## src/rtl/hazard_pkg.sv

```systemverilog
// Shared definitions for the pipeline hazard controller: FSM state encodings,
// stall-counter width and its saturation value.
package hazard_pkg;

    typedef enum logic [1:0] {
        ST_INIT  = 2'd0,
        ST_RUN   = 2'd1,
        ST_FLUSH = 2'd2
    } hz_state_e;

    localparam int                     STALL_CNT_W   = 16;
    localparam logic [STALL_CNT_W-1:0] STALL_CNT_MAX = 16'hFFFF;

endpackage : hazard_pkg

```

## src/rtl/reg_match.sv

```systemverilog
// Full-width unsigned equality comparator for register specifiers.
module reg_match #(
    parameter int W = 5
) (
    input  logic [W-1:0] a_i,
    input  logic [W-1:0] b_i,
    output logic         match_o
);

    assign match_o = (a_i == b_i);

endmodule : reg_match

```

## src/rtl/hazard_ctrl.sv

```systemverilog
// Pipeline hazard controller: detects load-use hazards between the IE and II
// stages, inserts bubbles, and sequences the branch flush window. The control
// outputs are combinational in the current cycle so the pipeline can react in
// the same cycle the hazard appears.
module hazard_ctrl
    import hazard_pkg::*;
#(
    parameter int REG_W       = 5,
    parameter int BR_PENALTY  = 3,
    parameter int INIT_CYCLES = 1,
    parameter int ZERO_REG_EN = 1
) (
    input  logic                   clk,
    input  logic                   rst,
    input  logic                   ie_mem_read,
    input  logic [REG_W-1:0]       ie_rt,
    input  logic [REG_W-1:0]       ii_rs,
    input  logic [REG_W-1:0]       ii_rt,
    input  logic                   ii_use_rs,
    input  logic                   ii_use_rt,
    input  logic                   ii_branch,
    input  logic                   ext_stall,
    output logic                   pc_write,
    output logic                   ii_write,
    output logic                   ctrl0,
    output logic                   flush,
    output logic [1:0]             hz_state,
    output logic [STALL_CNT_W-1:0] stall_cnt
);

    // Last value of the init counter before leaving INIT, and the number of
    // flush cycles still owed once the branch cycle itself has flushed.
    localparam logic [3:0] INIT_LAST  = 4'(INIT_CYCLES - 1);
    localparam logic [3:0] FLUSH_LOAD = 4'(BR_PENALTY - 1);

    hz_state_e              state_q, state_d;
    logic [3:0]             init_cnt_q, init_cnt_d;
    logic [3:0]             flush_cnt_q, flush_cnt_d;
    logic [STALL_CNT_W-1:0] stall_cnt_q;
    logic                   stall_inc_s;

    logic rs_match_s;
    logic rt_match_s;
    logic zero_blk_s;
    logic hazard_s;

    reg_match #(.W(REG_W)) u_match_rs (
        .a_i     (ie_rt),
        .b_i     (ii_rs),
        .match_o (rs_match_s)
    );

    reg_match #(.W(REG_W)) u_match_rt (
        .a_i     (ie_rt),
        .b_i     (ii_rt),
        .match_o (rt_match_s)
    );

    // A load into register 0 never produces a real dependency when enabled.
    assign zero_blk_s = (ZERO_REG_EN != 0) && (ie_rt == {REG_W{1'b0}});

    assign hazard_s = ie_mem_read
                    & ((ii_use_rs & rs_match_s) | (ii_use_rt & rt_match_s))
                    & ~zero_blk_s;

    assign hz_state  = state_q;
    assign stall_cnt = stall_cnt_q;

    // State, init-counter and flush-counter registers.
    always_ff @(posedge clk or posedge rst) begin
        if (rst) begin
            state_q     <= ST_INIT;
            init_cnt_q  <= 4'd0;
            flush_cnt_q <= 4'd0;
        end else begin
            state_q     <= state_d;
            init_cnt_q  <= init_cnt_d;
            flush_cnt_q <= flush_cnt_d;
        end
    end

    // Saturating count of load-use stall cycles.
    always_ff @(posedge clk or posedge rst) begin
        if (rst) begin
            stall_cnt_q <= {STALL_CNT_W{1'b0}};
        end else if (stall_inc_s && (stall_cnt_q != STALL_CNT_MAX)) begin
            stall_cnt_q <= stall_cnt_q + 16'd1;
        end else begin
            stall_cnt_q <= stall_cnt_q;
        end
    end

    // Next-state and output decode; priority in RUN is ext_stall > hazard > branch.
    always_comb begin
        state_d     = state_q;
        init_cnt_d  = init_cnt_q;
        flush_cnt_d = flush_cnt_q;
        stall_inc_s = 1'b0;
        pc_write    = 1'b1;
        ii_write    = 1'b1;
        ctrl0       = 1'b0;
        flush       = 1'b0;

        case (state_q)
            ST_INIT: begin
                // Forced fetch; hazards, branches and external holds are ignored.
                if (init_cnt_q >= INIT_LAST) begin
                    state_d    = ST_RUN;
                    init_cnt_d = 4'd0;
                end else begin
                    init_cnt_d = init_cnt_q + 4'd1;
                end
            end

            ST_RUN: begin
                if (ext_stall) begin
                    pc_write = 1'b0;
                    ii_write = 1'b0;
                end else if (hazard_s) begin
                    // Bubble into IE; any branch in II is held and retried.
                    pc_write    = 1'b0;
                    ii_write    = 1'b0;
                    ctrl0       = 1'b1;
                    stall_inc_s = 1'b1;
                end else if (ii_branch) begin
                    // The branch cycle itself is the first flush cycle.
                    flush = 1'b1;
                    if (BR_PENALTY > 1) begin
                        state_d     = ST_FLUSH;
                        flush_cnt_d = FLUSH_LOAD;
                    end else begin
                        state_d = ST_RUN;
                    end
                end else begin
                    state_d = ST_RUN;
                end
            end

            ST_FLUSH: begin
                // Wrong-path window: hazard and branch inputs are meaningless here.
                flush = 1'b1;
                if (ext_stall) begin
                    pc_write = 1'b0;
                    ii_write = 1'b0;
                end else begin
                    flush_cnt_d = flush_cnt_q - 4'd1;
                    if (flush_cnt_q <= 4'd1) begin
                        state_d     = ST_RUN;
                        flush_cnt_d = 4'd0;
                    end else begin
                        state_d = ST_FLUSH;
                    end
                end
            end

            default: begin
                // Unused encoding: hold the pipeline for one cycle and resume.
                state_d     = ST_RUN;
                flush_cnt_d = 4'd0;
                init_cnt_d  = 4'd0;
                pc_write    = 1'b0;
                ii_write    = 1'b0;
                ctrl0       = 1'b1;
            end
        endcase
    end

endmodule : hazard_ctrl
```

## config.mk

```make
export PLATFORM = sky130hd
export DESIGN_NAME = hazard_ctrl
export DESIGN_NICKNAME = d
export VERILOG_FILES = /design/src/rtl/hazard_pkg.sv /design/src/rtl/reg_match.sv /design/src/rtl/hazard_ctrl.sv
export SDC_FILE = /design/constraint.sdc
export NUM_CORES = 1
export LEC_CHECK = 0
export ABC_CLOCK_PERIOD_IN_PS = 4700
export BUFFER_PORTS_ARGS = -buffer_cell sky130_fd_sc_hd__buf_2
export CAP_MARGIN = 5
export CORE_ASPECT_RATIO = 1.75
export CORE_MARGIN = 1.5
export CORE_UTILIZATION = 42
export DETAILED_ROUTE_END_ITERATION = 8
export PLACE_DENSITY_LB_ADDON = 0.1
export SLEW_MARGIN = 25
export SYNTH_ARGS = -nofsm -noshare
export SYNTH_HDL_FRONTEND = slang
export SYNTH_HIERARCHICAL = 1
export SYNTH_SLANG_ARGS = --single-unit
```

## constraint.sdc

```tcl
create_clock -name clk -period 4.7 [get_ports clk]
set_input_delay 0.47 -clock clk [delete_from_list [all_inputs] [get_ports clk]]
set_output_delay 0.47 -clock clk [all_outputs]
set_load 0.01 [all_outputs]
```

# --- Yosys cells after proc, flatten, opt, wreduce, memory -nomap -nowiden ---
# Index checks and enable logic that the tools add are counted.
word_totals:
  word_cells: 60
  register_bits: 26
  output_inout_bits: 22
  inputBits: 22
classes:
  n_reduce_logical: 7
  addsub: 3
  n_bitwise: 7
  order_cmp: 2
  n_mux: 27
  n_eq_ne: 10
op_table:
  columns: ["op", "count"]
  rows:
  - ["$mux 4", 6]
  - ["$add 16x1->16 const B", 1]
  - ["$ne 16x16->1 const B", 1]
  - ["$mux 2", 6]
  - ["$pmux 4 s3", 1]
  - ["$eq 5x5->1", 2]
  - ["$ne 2x2->1 const B", 5]
  - ["$mux 1", 9]
  - ["$pmux 4 s2", 1]
  - ["$pmux 2 s3", 1]
  - ["$logic_not 5->1", 1]
  - ["$reduce_and 5->1", 1]
  - ["$add 4x1->4 const B", 1]
  - ["$and 1x1->1", 4]
  - ["$ge 4x1->1 const B", 1]
  - ["$le 4x1->1 const B", 1]
  - ["$pmux 1 s2", 2]
  - ["$reduce_and 4->1", 1]
  - ["$reduce_or 2->1", 2]
  - ["$sub 4x1->4 const B", 1]
  - ["$pmux 1 s3", 1]
  - ["$eq 2x1->1 const B", 1]
  - ["$eq 2x2->1 const B", 1]
  - ["$logic_not 2->1", 1]
  - ["3 further kinds", 4]

# --- Logic depth before layout (Yosys ltp) ---
logic_depth:
  ltp_word: 9
  mapped_depth: 9

# --- By module ---
# The synthesis kept the hierarchy.
modules_own_cells:
  columns: ["module", "instances", "cells_per_inst", "area_per_inst_um2"]
  rows:
  - ["hazard_ctrl", 1, 125, 1295.0]
  - ["reg_match", 2, 7, 58.8]

# --- Worst setup path after synthesis ---
# Ideal clock, no wire load.
synth_path:
  path_type: "input-to-reg"
  from: "input ii_rs[1]"
  to: "register stall_cnt_q[14] (netlist: stall_cnt[14])"
  path_slack_ps: 2423
  setup_time_ps: 128
  arrival_ps: 2149
  stages: 8
  cell_sequence: "xnor2_1 -> nand3_1 -> nor3_2 -> a22o_1 -> o2111ai_4 -> or2_4 -> nor4_1 -> mux2_1"
synth_between:
  elab_chain_cells: 9
synth_lines:
  columns: ["element", "line_no", "source"]
  rows:
  - ["start, declared", "hazard_ctrl.sv:17", "input logic [REG_W-1:0] ii_rs,"]
  - ["$eq 5x5->1", "reg_match.sv:10", "assign match_o = (a_i == b_i);"]
  - ["net rs_match_s", "hazard_ctrl.sv:42", "logic rs_match_s;"]
  - ["$and 1x1->1", "hazard_ctrl.sv:63", "& ((ii_use_rs & rs_match_s) | (ii_use_rt & rt_match_s))"]
  - ["$or 1x1->1", "hazard_ctrl.sv:63", null]
  - ["$and 1x1->1", "hazard_ctrl.sv:63", null]
  - ["$and 1x1->1", "hazard_ctrl.sv:64", "& ~zero_blk_s;"]
  - ["$mux 1", "hazard_ctrl.sv:119", "end else if (hazard_s) begin"]
  - ["$mux 1", "hazard_ctrl.sv:116", "if (ext_stall) begin"]
  - ["$mux 1", "hazard_ctrl.sv:104", "case (state_q)"]
  - ["$logic_and 1x1->1", "hazard_ctrl.sv:86", "end else if (stall_inc_s && (stall_cnt_q != STALL_CNT_MAX)) begin"]
  - ["end signal, assigned", "hazard_ctrl.sv:85", "stall_cnt_q <= {STALL_CNT_W{1'b0}};"]
  - ["end signal, assigned", "hazard_ctrl.sv:87", "stall_cnt_q <= stall_cnt_q + 16'd1;"]
  - ["end signal, assigned", "hazard_ctrl.sv:89", "stall_cnt_q <= stall_cnt_q;"]
  - ["end, declared", "hazard_ctrl.sv:39", "logic [STALL_CNT_W-1:0] stall_cnt_q;"]
# The timed path passes the listed nets, and every way through them passes these cells.
# A chain may end at the register's enable or synchronous reset.

# --- Final worst setup path ---
layout_path:
  from: "input ie_rt[0]"
  to: "register stall_cnt_q[10] (netlist: stall_cnt[10])"
layout_between:
  elab_chain_cells: 9
layout_lines:
  columns: ["element", "line_no", "source"]
  rows:
  - ["start, declared", "hazard_ctrl.sv:16", "input logic [REG_W-1:0] ie_rt,"]
  - ["$eq 5x5->1", "reg_match.sv:10", null]
  - ["net rt_match_s", "hazard_ctrl.sv:43", "logic rt_match_s;"]
  - ["$and 1x1->1", "hazard_ctrl.sv:63", null]
  - ["$or 1x1->1", "hazard_ctrl.sv:63", null]
  - ["$and 1x1->1", "hazard_ctrl.sv:63", null]
  - ["$and 1x1->1", "hazard_ctrl.sv:64", null]
  - ["$mux 1", "hazard_ctrl.sv:119", null]
  - ["$mux 1", "hazard_ctrl.sv:116", null]
  - ["$mux 1", "hazard_ctrl.sv:104", null]
  - ["$logic_and 1x1->1", "hazard_ctrl.sv:86", null]
# The timed path passes the listed nets, and every way through them passes these cells.

==> run metrics <==
CP dominant cell by count xnor2_1; final hold violation count 0; largest net degree at the start of global routing 23; number of enable flip-flop cells after synthesis 0; library cells used by synthesis 39; hold_buf cts 0; Cell Area, Placed 0.00167 sq mm; post-layout min period around 2600 ps; DP HPWL between 2 and 3 mm; Die ar. approximately 0.0037 sq mm; initial DRC count 22; diode count 0; DR vias 1196; Post-route DRC 0; GP Congestion 0.841; RSZ-0062 raised after global routing false; DRT Pass-1 Iters 4; CP Cell Sequence buf_2, xnor2_1, nand3_1, nor3_2, a22o_1, o2111ai_4, a311oi_2, nand4_1, xnor2_1; Antenna Nets Post-Route 0; H-tree depth 1; Post-Layout Inst Area roughly 0.0017 sq mm; synth top area cells dfrtp_1, xnor2_1, ha_1, nand4_1, mux2_1; number of global-route vias before repair 1205; CTS Buf Count 3; final wirelength 3.19 mm; Core ar. 0.00318 sq mm; root buffer cell clkbuf_8; Critical Path Start Type primary input; syn nets 168; die height 79.7 microns; leading area contributor after synthesis dfrtp_1; top-area cell type share of the netlist area 39.0%; Via density 5.29; Synth Cell Area 0.00141 sq mm; initial antenna violation count 0; clk_lat worst skew 260 ps; Final Max Tran Viols 0; leakage power about 0.00083 uW; Fmax achieved 389 MHz; Post-Syn Instances 139; Pwr Density 391 mW/mm^2; Seq/Total Area, Yosys 39.0%; WS Path Type in2reg; Worst slew margin around 33%; initial core utilization approximately 44%; setup TNS 0 ps; main flop type after synthesis dfrtp_1; total power a little under 700 uW; reg2reg setup slack 2230 ps; arrival time worst endpoint 2720 ps; Synthesis Warnings 6; Async S/R FF share, synth 100%; Max clock buf depth 2; Buf/Inv on CP 1; CP top delay family compound AO/OA/AOI/OAI gates; clock sink count 22; slowest CP cell a311oi_2; Worst Hold Class in2async; Yosys reg bits 22; Slowest Stage Delay on Critical Path approximately 830 ps; CP Data Required Time 4850 ps; Worst-path clk slew 80 ps; Max-Cap Viols 0; VDD IR-drop max 0.188 mV; CP max FO 13; final core occ roughly 55%; # IOs 44; Final nets 213; final period utilization 54.6%; row cnt 27; result of the run finished clean; drt wl/cell 14.1 microns; nature of the critical path endpoint flop; chip width ~47 microns; skew final 4.72 ps; CTS tree built; Overflow after GRT 0; gr usage total 19.0%; Post-Syn Area per Cell 10.2 sq um; Area Overhead vs Synth 22.9%; number of buffers added on ports 43; Final setup viols 0; first-pass GRT wire length between 5 and 6 mm; Slew @ Worst Pin about 990 ps; CTS resizes 0; layout cells sized above 1 around 30%; post-CTS setup buffer count 0
==> per-stage QoR <==
stage                     std cells  setup WS, ps  hold slack [ps]
after global routing            226          1850              460
after detailed placement        222          1860              494
final                           226          2130              354
after floorplan                 139          2420              459
after global placement          222          1910              481
after CTS                       226          2120              397
==> layout make-up <==
cell class                      instances  area [sq um]
Fill cell                             324          1440
Multi-Input combinational cell        108           823
Sequential cell                        22           551
Timing Repair Buffer                   43           215
Tap cell                               43          53.8
Clock buffer                            3          41.3
Clock inverter                          1          30.0
Inverter                                6          22.5
==> sequential cells by signal, indices dropped and copies added (netlist names) <==
| name | cells |
|---|---|
| flush_cnt_q | 4 |
| hz_state | 2 |
| stall_cnt | 16 |
==> where the power goes <==
group,switching [uW],internal (uW)
registers,25.7,212
clock network,62.1,114
logic,150,115
==> kinds of logic after synthesis <==
kind of cell / after synthesis / share of synthesized area [%]
xor gates and xnor gates: 22 / 13.6
muxes: 4 / 3.19
adders and majority gates: 7 / 6.20
and+or+nand+nor: 54 / 23.6
DFF: 22 / 39.0
AOI/OAI and AO/OA: 21 / 11.6
buffers and inverters: 9 / 2.75
==> cell usage in the layout (no fill, tap or decap), drive strengths merged, types with 5 or more instances in the layout <==
master,synthesis,final
buf,2,43
dfrtp,22,22
xnor2,17,17
nand4,10,10
nand2,8,8
ha,7,7
nor2,6,6
o21ai,6,6
nand2b,5,5
nand3,5,5
xor2,5,5
inv,5,5
nor3,5,5
==> cell usage after synthesis (2+ instances only) <==
| master | n |
|---|---|
| a21oi_1 | 4 |
| and2_1 | 2 |
| and3_1 | 4 |
| and4_1 | 2 |
| dfrtp_1 | 22 |
| ha_1 | 7 |
| inv_1 | 5 |
| mux2_1 | 4 |
| nand2_1 | 8 |
| nand2b_1 | 5 |
| nand3_1 | 5 |
| nand4_1 | 10 |
| nor2_1 | 6 |
| nor3_1 | 3 |
| nor3_2 | 2 |
| nor4_1 | 2 |
| o21ai_1 | 6 |
| xnor2_1 | 17 |
| xor2_1 | 5 |
==> path summary, 6_finish.rpt <==
check                           cells past startpoint                     start                         end
worst max-delay path                                9                  ie_rt[0]   stall_cnt[10]$_DFFE_PP0P_
worst min-delay path                                2                       rst  flush_cnt_q[3]$_DFFE_PP0P_
worst max register to register                      6   hz_state[1]$_DFFE_PP0P_   stall_cnt[10]$_DFFE_PP0P_
worst min register to register                      1  stall_cnt[8]$_DFFE_PP0P_    stall_cnt[8]$_DFFE_PP0P_
max in group asynchronous                           2                       rst     hz_state[1]$_DFFE_PP0P_
min in group clk                                    1  stall_cnt[8]$_DFFE_PP0P_    stall_cnt[8]$_DFFE_PP0P_
==> routing by layer <==
layer | global-route usage, % | vias to the layer above | wire length [microns]
met1 | 20.0 | 569 | 1260
met5 | 0 | - | 0
met2 | 35.9 | 34 | 1770
li1 | - | 589 | -
met3 | 1.36 | 4 | 116
met4 | 7.22 | 0 | 38
No activity file was read; power rests on OpenSTA's default activity.
